$ cat src/rtl/mux_n_stream.sv
// -----------------------------------------------------------------------------
// mux_n_stream
//
// N-channel, WIDTH-bit multiplexer with valid/ready handshakes on every input
// and a single registered output stage (one-entry pipeline register).
//
// Build option:
//   MUX_RR_EN  defined   -> internal round-robin arbiter selects the channel;
//                           the sel port is ignored.
//              undefined -> the channel is chosen by the sel port.
//
// Parameters:
//   WIDTH  data width per channel (>= 1)
//   N      number of input channels (>= 2)
//   SEL_W  derived, $clog2(N): select / channel-id width
//
// Ports:
//   clk        system clock, rising edge
//   rst        asynchronous, active-high reset
//   in_data    flattened channel data, channel i at [i*WIDTH +: WIDTH]
//   in_valid   per-channel valid
//   in_ready   per-channel ready (combinational)
//   sel        channel select (fixed-select build only)
//   out_data   registered output data
//   out_chan   registered index of the channel that supplied out_data
//   out_valid  registered output valid
//   out_ready  consumer ready
// -----------------------------------------------------------------------------
module mux_n_stream #(
   parameter int unsigned WIDTH = 8,
   parameter int unsigned N     = 4
) (
   input  logic                     clk,
   input  logic                     rst,
   input  logic [N*WIDTH-1:0]       in_data,
   input  logic [N-1:0]             in_valid,
   output logic [N-1:0]             in_ready,
   input  logic [$clog2(N)-1:0]     sel,
   output logic [WIDTH-1:0]         out_data,
   output logic [$clog2(N)-1:0]     out_chan,
   output logic                     out_valid,
   input  logic                     out_ready
);

   localparam int unsigned SEL_W = $clog2(N);

   logic             load;
   logic             grant_hit;
   logic [SEL_W-1:0] grant_idx;
   logic             grant_valid;
   logic [WIDTH-1:0] grant_data;
   logic             xfer;

   // The output register can take a word when empty or when it drains this cycle.
   assign load = !out_valid || out_ready;

`ifdef MUX_RR_EN
   logic [SEL_W-1:0] ptr;
   logic             unused_sel;

   assign unused_sel = ^sel;

   // Search starts one past the last granted channel, wrapping at N, so the
   // most recent winner has the lowest priority next time.
   always_comb begin
      grant_hit = 1'b0;
      grant_idx = '0;
      for (int unsigned k = 1; k <= N; k++) begin
         logic [SEL_W-1:0] cand;
         cand = SEL_W'((int'(ptr) + k) % N);
         if (!grant_hit && in_valid[cand]) begin
            grant_hit = 1'b1;
            grant_idx = cand;
         end
      end
   end

   always_ff @(posedge clk or posedge rst) begin
      if (rst) begin
         ptr <= SEL_W'(N - 1);
      end else if (xfer) begin
         ptr <= grant_idx;
      end
   end
`else
   // A select value at or beyond N (non power-of-two N) grants nothing.
   always_comb begin
      grant_hit = ({1'b0, sel} < (SEL_W + 1)'(N));
      grant_idx = sel;
   end
`endif

   // Gather the granted channel's valid and data with an explicit compare per
   // channel, so an out-of-range select can never index past the input vectors.
   always_comb begin
      grant_valid = 1'b0;
      grant_data  = '0;
      for (int unsigned i = 0; i < N; i++) begin
         if (grant_hit && (grant_idx == SEL_W'(i))) begin
            grant_valid = in_valid[i];
            grant_data  = in_data[i*WIDTH +: WIDTH];
         end
      end
   end

   always_comb begin
      in_ready = '0;
      for (int unsigned i = 0; i < N; i++) begin
         in_ready[i] = load && grant_hit && (grant_idx == SEL_W'(i));
      end
   end

   assign xfer = load && grant_hit && grant_valid;

   // Loading without a transfer empties the register but keeps the last word
   // and channel id visible.
   always_ff @(posedge clk or posedge rst) begin
      if (rst) begin
         out_valid <= 1'b0;
         out_data  <= '0;
         out_chan  <= '0;
      end else if (load) begin
         out_valid <= xfer;
         if (xfer) begin
            out_data <= grant_data;
            out_chan <= grant_idx;
         end
      end
   end

endmodule
$ cat config.mk
export PLATFORM = sky130hd
export DESIGN_NAME = mux_n_stream
export DESIGN_NICKNAME = d
export VERILOG_FILES = /design/src/rtl/mux_n_stream.sv
export SDC_FILE = /design/constraint.sdc
export NUM_CORES = 1
export LEC_CHECK = 0
export CAP_MARGIN = 20
export CORE_MARGIN = 1.5
export CORE_UTILIZATION = 36
export CTS_CLUSTER_DIAMETER = 80
export DETAILED_ROUTE_END_ITERATION = 16
export PLACE_DENSITY = 0.95
export SLEW_MARGIN = 0
export SYNTH_ARGS = -nofsm -noshare
export SYNTH_HDL_FRONTEND = slang
export SYNTH_SLANG_ARGS = --single-unit
$ cat constraint.sdc
create_clock -name clk -period 3.8 [get_ports clk]
set_input_delay 1.14 -clock clk [delete_from_list [all_inputs] [get_ports clk]]
set_output_delay 1.14 -clock clk [all_outputs]
set_load 0.02 [all_outputs]
==> results.txt, run 1 <==
- The run finished with clean final reports.
- Setup violations remaining at the end of the flow were counted as 0.
* Placement Rows: 16
- Number of violations of the max-capacitance limit: 0
* Final HPWL from detailed placement: 1870 um
- The most numerous cell type found on the critical path is sky130_fd_sc_hd__clkdlybuf4s50_1.
* Synth Register Bits: 11
- Wire per inst: ~16 um
- The synthesized netlist contains 20 unique library cells.
- In the finished design, the share of the clock period the worst path needs comes to 0.977.
* Primary flip-flop cell chosen by synthesis mapping: sky130_fd_sc_hd__dfrtp_1
* Placed cell area: ~0.0013 mm2
- Fin util: 0.688
- Placeable core region: 0.00196 mm2
- The number of buffers and inverters on the critical path is 2.
- During I/O placement, the number of pins put on the boundary was 56.
- X dimension of the die: approximately 48 um
- At the worst endpoint, the required time is 2660 ps.
* Clock transition at path regs: approximately 70 ps
* Detailed-route vias per instance: 4.91
- Most frequent cell after synthesis: sky130_fd_sc_hd__dfrtp_1
* Worst Reg2Reg Path Length in Cells: 4
- The number of hold violations in the final report was 0.
- Crit path launch type: input port
- Die extent in y: 48.4 um
* Gate count after technology mapping: 49
- Overall via count from detail_route: ~660
* Post-layout total power: approximately 0.48 mW
- Launch point of the worst reg-to-reg path: out_valid
* TritonCTS clock tree: yes
* RSZ-0062 raised after global routing: false
- DRT antenna net count: 0
- Along the worst hold path, the cell count comes to 1.
* Post-Layout Inst Area: 0.00135 mm2
- Before antenna repair, the detailed router went through 4 iterations.
- For this configuration, the core starts out at a cell density of 0.379.
- For this design, the slowest cell found on the critical path is sky130_fd_sc_hd__clkdlybuf4s50_1.
- The worst register-to-register path ends at out_data[5].
* Number of DRC markers after the initial detailed-route iteration: 5
- Netlist area before placement: approximately 740 um2
* Worst clock skew on the final layout: 2.86 ps
- Global-route wire length before repair: 3360 um
- H-tree Lvls: 1
* Cell-by-cell listing of the critical path: clkdlybuf4s50_1, and3_1, clkdlybuf4s50_1
- Final hold slack: roughly 520 ps
- Cts hold-fix bufs: 0
* Die area: around 0.0023 mm2
* Footprint of the multi-input gates: 423 um2
- # clock sinks: 11
- Of all nets on the critical path, the largest fanout is 8.
- CP Depth: 3
- Total clock buffers created by CTS: 3
- Post-detailed-route DRC marker count: 0
- Timing would allow up to 269 MHz.
- The number of nets in the synthesized netlist is 90.
* Sink of the worst hold path: out_data[7]
- Initial antenna violation count: 0
- Power spread over the standard cell area amounts to 353 mW/mm2.
* Largest vdd supply drop: 167 uV
- The number of antenna diodes in the final layout is 0.
- All-layer global routing usage: 0.200
- Cell types with the largest area share after synthesis: sky130_fd_sc_hd__dfrtp_1 37%, sky130_fd_sc_hd__mux4_2 21%, sky130_fd_sc_hd__mux2_4 18%, sky130_fd_sc_hd__buf_6 4.5%, sky130_fd_sc_hd__mux4_1 3.5%
- At the later pin of the worst-skew pair, clock insertion delay measures 270 ps.
* YS warnings: 0
- Quantity of gates resized following cts: 1
- Each instance of the synthesized netlist takes up on average 15.2 um2.
- Final std cells w/o fill: 135
- Clock root cell: sky130_fd_sc_hd__clkbuf_4
* Routed WL: 2150 um
- The worst hold path begins at out_data[7].
* Number of filler cells placed in the layout: 165
- Entering global routing, the biggest net connects 12 pins.
* Total Nets Final: 150
- The share of synthesized area in the top cell type comes to 0.370.
- On the worst path, the slowest cell contributes a delay of approximately 630 ps.
- In the final layout, the share of cells above drive strength 1 is 0.222.
- Summed over all cells, the static leakage comes to around 0.60 nW.
- Class of the tightest hold or removal check: reg -> reg
* Number of enable-type register cells in the synthesized netlist: 0
- After synthesis, the most frequently instantiated cells are 11 x sky130_fd_sc_hd__dfrtp_1, 9 x sky130_fd_sc_hd__mux2_4, 7 x sky130_fd_sc_hd__mux4_2, 3 x sky130_fd_sc_hd__buf_6.
- Leading area contributor after synthesis: sky130_fd_sc_hd__dfrtp_1
- Headroom to the max-slew limit came out at 0.616.
* Post-CTS Setup Inserts: 0
- In the final layout, flip-flops and latches occupy 275 um2.
- Transition time of the tightest slew-check pin: 576 ps
- Data on the critical path arrives at its endpoint at 2570 ps.
- Routability congestion estimate from global placement: 0.778
- The via count of the first global-routing pass is 719.
- The number of max-slew violations in the final report is 0.
- From synthesis to final layout, the design area changed by 81.6%.
- Of the synthesized area, sequential elements account for 0.370.
- Fraction of registers with async set/reset: 1.00
- STA classifies the critical path endpoint as a primary output.
- Final min period: approximately 3700 ps
- # port buffers: 55
- The setup path with the least slack is of type in -> out.
* Maximum buffer depth of the clock tree: 2
- Placed insts: 131
- Delay-heaviest family, CP: buffers and inverters
- Register-to-register setup slack: 1910 ps
- Summed over all layers, the global routing overflow is 0.
-- kinds of logic after synthesis --
group                  synth area share
buffers and inverters            0.0606
AND/OR/NAND/NOR                  0.0808
multiplexers                      0.456
AO/OA/AOI/OAI                    0.0320
flip-flops                        0.370
-- report_power, final --
part	leakage (nW)	total [mW]	internal, mW	switching, mW
registers	0.127	0.164	0.146	0.0181
logic	0.462	0.232	0.144	0.0877
clock network	0.0150	0.0802	0.0408	0.0394
total	0.604	0.476	0.331	0.145
-- state kept, by name, indices dropped and copies added (netlist names) --
signal,count
out_valid,1
out_data,8
out_chan,2
-- how the worst max path moves through the flow --
| stage | startpoint | to | slack (ps) |
|---|---|---|---|
| floorplan | sel[0] | in_ready[1] | 720 |
| global placement | sel[1] | in_ready[2] | 80 |
| detailed placement | sel[1] | in_ready[2] | -10 |
| CTS | sel[1] | in_ready[1] | 70 |
| global route | sel[1] | in_ready[3] | 40 |
| finish | sel[1] | in_ready[3] | 90 |
-- worst reg2reg max path: cells and delay by family, from the launching register on --
family / cells / cell delay, ps
AOI/OAI and AO/OA: 1 / 600
and+or+nand+nor: 2 / 440
muxes: 1 / 350
DFF: 1 / 380
-- metal layers --
| layer | track usage | wire, um | vias to the layer above | part of all wire |
|---|---|---|---|---|
| met5 | 0 | 0 | - | 0 |
| met4 | 0.181 | 95 | 0 | 0.044 |
| met3 | 0.0401 | 97 | 6 | 0.045 |
| met2 | 0.366 | 1190 | 27 | 0.56 |
| met1 | 0.184 | 761 | 326 | 0.35 |
| li1 | - | - | 304 | - |
-- cells in the final DEF (no fill, tap or decap), types with 2 or more instances in the layout --
cell type                         instances
sky130_fd_sc_hd__clkdlybuf4s50_1         52
sky130_fd_sc_hd__dfrtp_1                 11
sky130_fd_sc_hd__mux2_4                   9
sky130_fd_sc_hd__mux4_2                   7
sky130_fd_sc_hd__buf_4                    4
sky130_fd_sc_hd__clkbuf_4                 3
sky130_fd_sc_hd__mux2i_1                  2
sky130_fd_sc_hd__nand2_1                  2
sky130_fd_sc_hd__inv_1                    2
sky130_fd_sc_hd__dlymetal6s2s_1           2
-- layout make-up --
class / count / area share
Timing Repair Buffer: 59 / 0.433
Multi-Input combinational cell: 32 / 0.313
Sequential cell: 11 / 0.204
Tap cell: 27 / 0.0250
Clock buffer: 4 / 0.0195
Inverter: 2 / 0.00556
-- through the flow --
stage,worst slack (ps),setup TNS (ps)
2_1_floorplan,724,0
3_3_place_gp,78.5,0
3_5_place_dp,-11.7,-11.7
4_1_cts,67.1,0
5_1_grt,38.2,0
6_report,87.3,0
Note: power is estimated with default switching activity, not from simulation.
==> inputs of run 2 (changes only) <==
--- a/config.mk
+++ b/config.mk
@@ -7,10 +7,11 @@
 export LEC_CHECK = 0
 export CAP_MARGIN = 20
 export CORE_MARGIN = 1.5
-export CORE_UTILIZATION = 36
+export CORE_UTILIZATION = 55
 export CTS_CLUSTER_DIAMETER = 80
 export DETAILED_ROUTE_END_ITERATION = 16
-export PLACE_DENSITY = 0.95
+export DONT_BUFFER_PORTS = 1
+export PLACE_DENSITY = 0.8
 export SLEW_MARGIN = 0
 export SYNTH_ARGS = -nofsm -noshare
 export SYNTH_HDL_FRONTEND = slang
==> run 2 against run 1 <==
  * Global-route usage decreased by 2.3 points
  * Worst hold slack gained 120 ps
  * Register-to-register slack worse by 90 ps
  * Via count down 36%
  * Sequential cell count unchanged
  * Non-clock buffer count shrank 59
  * Sequential power is 23% higher
  * Critical endpoint is now in_ready[1]
  * Largest power group is now sequential cells
  * Highest routed layer is now met3
==> results.txt, run 2 (same netlist as run 1, synthesis figures left out) <==
- Maximum buffer depth of the clock tree: 2
* Reg with most FFs: out_data
- In this run the remaining antenna-violating nets after routing total 0.
* Die area: approximately 0.0016 mm2
* Relative slew slack: 0.561
- Fraction of layout cells with a size suffix above 1: 0.408
- Path type of the worst setup path: in -> out
- Along the worst path, the maximum fanout reaches 4.
* Final sum of negative setup slack: 0 ps
* Post-CTS Setup Inserts: 0
- Die extent in y: 39.8 um
* Global-route wire length before repair: 1840 um
* Power Density: between 400 and 500 mW/mm2
* Quantity of gates resized following cts: 0
* Run status: complete, no violations
- Total Nets Final: 91
- Together, buffers and inverters on the worst path number 0.
* Endpoint type of the worst setup path: primary output
- The first detailed-routing pass took 2 iterations.
- Routed WL: 1400 um
- The number of cells on the worst reg-to-reg path is 4.
- Biggest cell delay along the critical path: between 500 and 600 ps
- In the finished design, the share of the clock period the worst path needs comes to 0.762.
- In this run the count of I/O pins placed on the die edge is 56.
- Commonest non-fill, non-tap cell in the layout: sky130_fd_sc_hd__dfrtp_1
* Register-to-register setup slack: about 1800 ps
- # clock sinks: 11
* Total of endpoints with negative setup slack in the final report: 0
* Crit path launch type: input port
* Number of DRC markers after the initial detailed-route iteration: 7
* Inserted Diodes: 0
- Worst clock skew on the final layout: 3.12 ps
- Initial antenna violation count: 0
- For the worst setup path, the data required time is 2660 ps.
* Hold violation count in the final report: 0
- Entering global routing, the biggest net connects 16 pins.
* Post-layout total power: 0.360 mW
* Min setup slack post-route: 903 ps
- Transition time of the tightest slew-check pin: roughly 660 ps
- Cell-by-cell listing of the critical path: nor2b_1, nor3b_1
- Class of the tightest hold or removal check: reg -> reg
- Max FFs per register: 8
* Total clock buffers created by CTS: 3
* Cts hold-fix bufs: 0
- The tool flagged a number of max-cap violations equal to 0.
* # port buffers: 0
- Destination of the worst register-to-register timing path: out_data[7]
- Slew Limit Fails: 0
* Placed insts: 60
* Most frequent cells in the layout: 11 x sky130_fd_sc_hd__dfrtp_1, 9 x sky130_fd_sc_hd__mux2_4, 7 x sky130_fd_sc_hd__mux4_2, 3 x sky130_fd_sc_hd__clkbuf_4
* GRT overflow: 0
* Signed area change from the synthesized netlist to the final layout: 1.01%
* Vias in the first global route: around 420
- The die is 39.8 um wide.
- Cell with the biggest individual delay on the critical path: sky130_fd_sc_hd__nor3b_1
- Clock root cell: sky130_fd_sc_hd__clkbuf_4
- Following the worst setup path forward leads to its endpoint at in_ready[1].
- Delay-heaviest family, CP: simple AND/OR/NAND/NOR gates
- Peak Freq: 345 MHz
- Summing over every cut layer, the via total after detailed routing is 423.
- Worst setup timing slack at the placement stage: 888 ps
* Post-detailed-route DRC marker count: 0
- Launch point of the worst reg-to-reg path: out_valid
- In this run the number of H-tree levels came out at 1.
- Counting buffers and inverters, the worst setup path is 2 cells deep.
- Static Leak: 0.336 nW
- After layout, the minimum clock period comes to 2900 ps.
* Wire per inst: 21.8 um
- Final std cells w/o fill: 64
* Top Registers: out_data: 8 flops, out_chan: 2 flops, out_valid: 1 flops
- Largest vdd supply drop: 207 uV
- Routability congestion estimate from global placement: 0.639
- Initial core utilization: 0.578
- Clock-pin slew was measured on the worst setup and hold paths at 70 ps.
* Detailed-route vias per instance: about 6.6
- The core region is roughly 0.0013 mm2.
* Clock network latency to the later pin of the worst-skew pair: 250 ps
* All-layer global routing usage: 0.177
- TritonCTS built the clock tree.
* Final hold slack: 639 ps
- Crit. Startpoint: out_ready
- Setup repair after global routing left no endpoint under its margin.
* Placement Rows: 13
- Data arrives at the worst endpoint at approximately 1800 ps.
run 2: changes by cell type in the layout (fill, tap and decap cells not counted):
cell / delta
sky130_fd_sc_hd__dlygate4sd2_1: -1
sky130_fd_sc_hd__buf_4: -4
sky130_fd_sc_hd__dlymetal6s2s_1: -2
sky130_fd_sc_hd__clkdlybuf4s50_1: -52
run 2: how the worst min path moves through the flow:
| stage | start | end | slack, ps | cells after the start |
|---|---|---|---|---|
| global route | out_chan[1] | out_chan[1] | 670 | 2 |
| finish | out_chan[1] | out_chan[1] | 640 | 2 |
| global placement | out_chan[1] | out_chan[1] | 630 | 2 |
| floorplan | out_chan[1] | out_chan[1] | 610 | 2 |
| CTS | out_chan[1] | out_chan[1] | 640 | 2 |
| detailed placement | out_chan[1] | out_chan[1] | 630 | 2 |
run 2: cell type report:
cell class,instances,area (um2)
Tap cell,15,18.8
Sequential cell,11,275
Inverter,2,7.51
Clock buffer,4,26.3
Fill cell,116,534
Multi-Input combinational cell,32,423
run 2: routing by layer:
metal  track usage  vias to the layer above  share of wire
li1              -                      187              -
met1         0.237                      210           0.41
met2         0.270                       26           0.50
met3        0.0739                        0          0.088
met4        0.0259                        0              0
met5             0                        -              0
run 2: metrics by stage:
stage | util | instance area [um2]
floorplan | - | 743
global placement | 0.564 | 724
detailed placement | 0.564 | 724
CTS | 0.584 | 751
global route | 0.584 | 751
finish | 0.584 | 751
run 2: tightest hold or removal path, cell delays in order (launching register included):
cell                      delay [ps]
sky130_fd_sc_hd__dfrtp_1         460
sky130_fd_sc_hd__inv_1            80
sky130_fd_sc_hd__o22ai_1          50
run 2: power by group:
part | total [mW] | switching [mW] | internal, mW
combinational | 0.0824 | 0.0261 | 0.0563
sequential | 0.202 | 0.0564 | 0.146
clock | 0.0756 | 0.0352 | 0.0404
==> inputs of run 3 (changes only) <==
--- a/config.mk
+++ b/config.mk
@@ -7,11 +7,11 @@
 export LEC_CHECK = 0
 export CAP_MARGIN = 20
 export CORE_MARGIN = 1.5
-export CORE_UTILIZATION = 55
+export CORE_UTILIZATION = 53
 export CTS_CLUSTER_DIAMETER = 80
 export DETAILED_ROUTE_END_ITERATION = 16
 export DONT_BUFFER_PORTS = 1
-export PLACE_DENSITY = 0.8
+export PLACE_DENSITY = 0.81
 export SLEW_MARGIN = 0
 export SYNTH_ARGS = -nofsm -noshare
 export SYNTH_HDL_FRONTEND = slang
==> constraint.sdc (replaced) <==
create_clock -name clk -period 2.65 [get_ports clk]
set_input_delay 0.795 -clock clk [delete_from_list [all_inputs] [get_ports clk]]
set_output_delay 0.795 -clock clk [all_outputs]
set_load 0.02 [all_outputs]
==> run 3 against run 2 <==
  * Cell area grew 2.0%
  * Power is 45% higher
  * Global-route usage decreased by 0.62 points
  * Die area grew 3.5%
  * Via count is 5.4% higher
  * Register-to-register slack lost 1100 ps
  * Final cell count is 3.1% higher
  * Sequential cell count unchanged
  * Utilization grew 0.42 points
  * Critical path depth grew 1
==> results.txt, run 3 (same netlist as run 1, synthesis figures left out) <==
- Router iterations before antenna repair: 4
- Cell-by-cell listing of the critical path: nand2b_1, nand2_1, nor2_1
- Post-layout total power: roughly 0.52 mW
* Relative slew slack: 0.620
- For this design, the CTS-stage hold fixing added 0 buffers.
* Num ports: 56
* Endpoint type of the worst setup path: primary output
- Final HPWL from detailed placement: 1110 um
- Post-detailed-route DRC marker count: 0
- DRT antenna net count: 0
- Launch point of the worst reg-to-reg path: out_valid
* Worst Reg2Reg Path Length in Cells: 4
- Post-CTS Setup Inserts: 0
* Maximum buffer depth of the clock tree: 2
- The floorplan has 13 rows.
- After clock tree synthesis, the clock-pin slew on the worst setup and hold paths is 70 ps.
* Slew Limit Fails: 0
* Transition time of the tightest slew-check pin: 570 ps
- # port buffers: 0
- The tightest min-delay check is of the in -> async type.
* # clock sinks: 11
- Die extent in y: 40.4 um
* Commonest non-fill, non-tap cell in the layout: sky130_fd_sc_hd__dfrtp_1
- In the final layout, the share of cells above drive strength 1 is 0.431.
* Initial core utilization: 0.571
* Cell with the biggest individual delay on the critical path: sky130_fd_sc_hd__nor2_1
* Worst Path Buf+Inv: 0
- Worst clock skew on the final layout: 2.09 ps
* Total of endpoints with negative setup slack in the final report: 0
- The run finished with clean final reports.
- Vias in the first global route: 383
- For the worst-skew pair, the clock arrives at the later sink with an insertion delay of 260 ps.
- Final min period: 2120 ps
- GRT overflow: 0
- Data arrives at the worst endpoint at 1320 ps.
- In the final design database the tool counted 93 nets.
- Register-to-register setup slack: about 720 ps
- The final layout contains routed wiring with a total length of 1330 um.
* Quantity of gates resized following cts: 0
* Static Leak: around 0.35 nW
* Final sum of negative setup slack: 0 ps
* Endpoint required time on the critical path: 1860 ps
- In this run the number of H-tree levels came out at 1.
* Top Registers: out_data: 8 flops, out_chan: 2 flops, out_valid: 1 flops
- Compared with the post-synthesis result, the final layout area differs by 3.03%.
- In this run the critical register-to-register path is captured at out_data[2].
* Delay-heaviest family, CP: simple AND/OR/NAND/NOR gates
- Clock root cell: sky130_fd_sc_hd__clkbuf_4
- Routability congestion estimate from global placement: 0.634
- Path type of the worst setup path: in -> out
- Wire per inst: 20.1 um
* Initial antenna violation count: 0
* Number of violations of the max-capacitance limit: 0
* Placeable core region: 0.00130 mm2
* Die area: 0.00164 mm2
- The register with the most flip-flops in the layout has 8 of them.
* Fin util: 0.588
- Biggest cell delay along the critical path: 340 ps
- Crit path launch type: input port
- Setup repair after global routing left no endpoint under its margin.
* Worst setup timing slack at the placement stage: around 450 ps
- Derived from the worst setup path, the maximum achievable clock frequency is 473 MHz.
* Overall via count from detail_route: 446
- Most frequent cells in the layout: 11 x sky130_fd_sc_hd__dfrtp_1, 9 x sky130_fd_sc_hd__mux2_4, 7 x sky130_fd_sc_hd__mux4_2, 3 x sky130_fd_sc_hd__clkbuf_4
- In this run the power density over the cells is between 600 and 700 mW/mm2.
- X dimension of the die: 40.4 um
- Inserted Diodes: 0
- All-layer global routing usage: 0.171
- Along the worst path, the maximum fanout reaches 3.
* Min setup slack post-route: between 500 and 600 ps
- Hold violation count in the final report: 0
- TritonCTS built the clock tree.
- Dividing the final minimum period by the clock period gives 0.798.
- Total clock buffers created by CTS: 3
- VDD sags by at most about 320 uV.
- The first global-routing pass estimated roughly 1700 um of wire.
- Largest net degree at the start of global routing: 16
* Number of DRC markers after the initial detailed-route iteration: 5
* Reg with most FFs: out_data
- In the routed layout, each cell is associated on average with a via count of 6.76.
[run 3: worst max path at each step]
stage / startpoint / end / cells past startpoint
4_1_cts: out_valid / in_ready[1] / 3
3_3_place_gp: out_ready / out_data[7] / 4
6_report: out_ready / in_ready[2] / 3
2_1_floorplan: sel[0] / in_ready[1] / 3
5_1_grt: out_valid / in_ready[1] / 3
3_5_place_dp: out_ready / out_data[0] / 4
[run 3: stage by stage]
step	hold WS, ps	area, um2	cells
CTS	414	766	66
global route	414	766	66
floorplan	605	743	49
global placement	639	739	62
finish	397	766	66
detailed placement	642	739	62
[run 3: final cells by class]
type	instances	area, um2
Fill cell	115	536
Tap cell	15	18.8
Inverter	2	7.51
Timing Repair Buffer	2	15.0
Sequential cell	11	275
Multi-Input combinational cell	32	423
Clock buffer	4	26.3
[run 3: power breakdown]
part	internal, mW	switching, mW	total [mW]
clock	0.0582	0.0529	0.111
combinational	0.0827	0.0358	0.119
sequential	0.209	0.0838	0.292
total	0.350	0.172	0.522
[run 3: per-layer routing]
metal,GRT usage,part of all wire
met1,0.169,0.34
met2,0.290,0.55
met3,0.0778,0.085
met4,0.100,0.018
met5,0,0
==> RTL edit, RTL diff (settings of run 3) <==
Set the parameter `WIDTH` to 7 (it was 8).
--- a/src/rtl/mux_n_stream.sv
+++ b/src/rtl/mux_n_stream.sv
@@ -28,5 +28,5 @@
 // -----------------------------------------------------------------------------
 module mux_n_stream #(
-   parameter int unsigned WIDTH = 8,
+   parameter int unsigned WIDTH = 7,
    parameter int unsigned N     = 4
 ) (
Interface: changed (resized in_data and out_data); port bits go from 56 to 51. No check against the original RTL was run, so the function may have changed too.
==> RTL edit against run 3 <==
Sequential cell count is 1 lower. Area after synthesis shrank 8.2%. Total power is 8.9% lower. Clock power shrank 11%. Hold slack got worse by 0.0039 ns. Routed wire length is the same. Critical path depth unchanged. Fmax down 1.8%. Worst setup slack lost 0.038 ns. Final area shrank 8.7%. Sequential power down 8.6%. Largest power group unchanged. Combinational power down 8%.
==> RTL edit: results (changes against run 3) <==
* Fillers at 89 (-23%)
* Clock-cell share at 0.03220 (-0.002113)
* Slowest stage delay, CP at 0.20 ns (-0.14 ns)
* Routed wl met2 at 727 microns (-1.1%)
* M1 GR Usage at 0.2214 (+0.05236)
* Biggest registers after layout: out_data (7), out_chan (2), out_valid (1)
* Met3 GRT Util at 0.06936 (-0.008414)
* Met2 Use GR at 0.3625 (+0.07282)
* Drt first-iter violations at 6 (+1)
* Cells after DPL at 58 (-6.5%)
* Met1 WL at 476 microns (+4.4%)
* First-pass GRT wire length at 1.987 mm (+17%)
* Met3 routed WL at 105 microns (-7.1%)
* Pin count of the biggest net entering global routing at 15 (-1)
* Static Leakage at 0.3187 nW (-8.1%)
* Crit path max fanout at 4 (+1)
* Count of multi-input gates at 30 (-6.3%)
* Final GP Congestion at 0.6209 (-2.1%)
* Placed Instance Area at 676.9 sq um (-8.5%)
* Non-clock buffers, area share at 0.02147 (+0.001859)
* Critical path's slowest cell: and2b_1
* Post-layout net count at 86 (-7.5%)
* Die area at 0.001511 sq mm (-7.6%)
* GRT Resource Usage Total at 0.2010 (+0.03006)
* Data arrival time of the worst path at 1.36 ns (+0.04 ns)
* Most instantiated cells after synthesis: dfrtp_1, mux2_4, mux4_2
* Seq area share at 0.3578 (-0.001696)
* Final Instance Area at 699.4 sq um (-8.7%)
* Syn avg cell area at 14.82 sq um (-2.3%)
* Seq cells post-synth at 10 (-1)
* Slew at the pin closest to its max-slew limit at 0.3853 ns (-0.1844 ns)
* Vias per cell at 6.557 (-3.0%)
* Multi-input combinational area share at 0.5528 (about the same)
* Outcome: finished, final reports clean
* Worst Clk Skew at 0.006948 ns (+0.004857 ns)
## RTL edit: cell count changes in the layout (fill, tap and decap cells not counted), sizes merged
cell	change
and2b	+1
clkbuf	-1
dfrtp	-1
mux2	-1
mux4	-1
nor2b	-1
## RTL edit: cells by family after synthesis
kind of cell	synth area share
AO/OA/AOI/OAI	0.03487
buffers and inverters	0.06605
flip-flops	0.3670
multiplexers	0.4422
AND/OR/NAND/NOR	0.08992
## RTL edit: worst paths after layout
kind | to | start | depth (start not counted) | slack [ns]
min | out_valid | rst | 1 | 0.39
max | in_ready[2] | out_ready | 3 | 0.50
max reg2reg | out_data[4] | out_valid | 4 | 0.97
min reg2reg | out_chan[0] | out_chan[0] | 2 | 0.65
max in group asynchronous | out_data[4] | rst | 1 | 1.98
min in group clk | out_chan[0] | out_chan[0] | 2 | 0.65
## RTL edit: power breakdown
part	internal, W	switching [W]	total (W)
clock	0.0000522	0.0000468	0.0000990
sequential	0.000189	0.0000775	0.000267
combinational	0.0000748	0.0000349	0.000110
total	0.000316	0.000159	0.000475
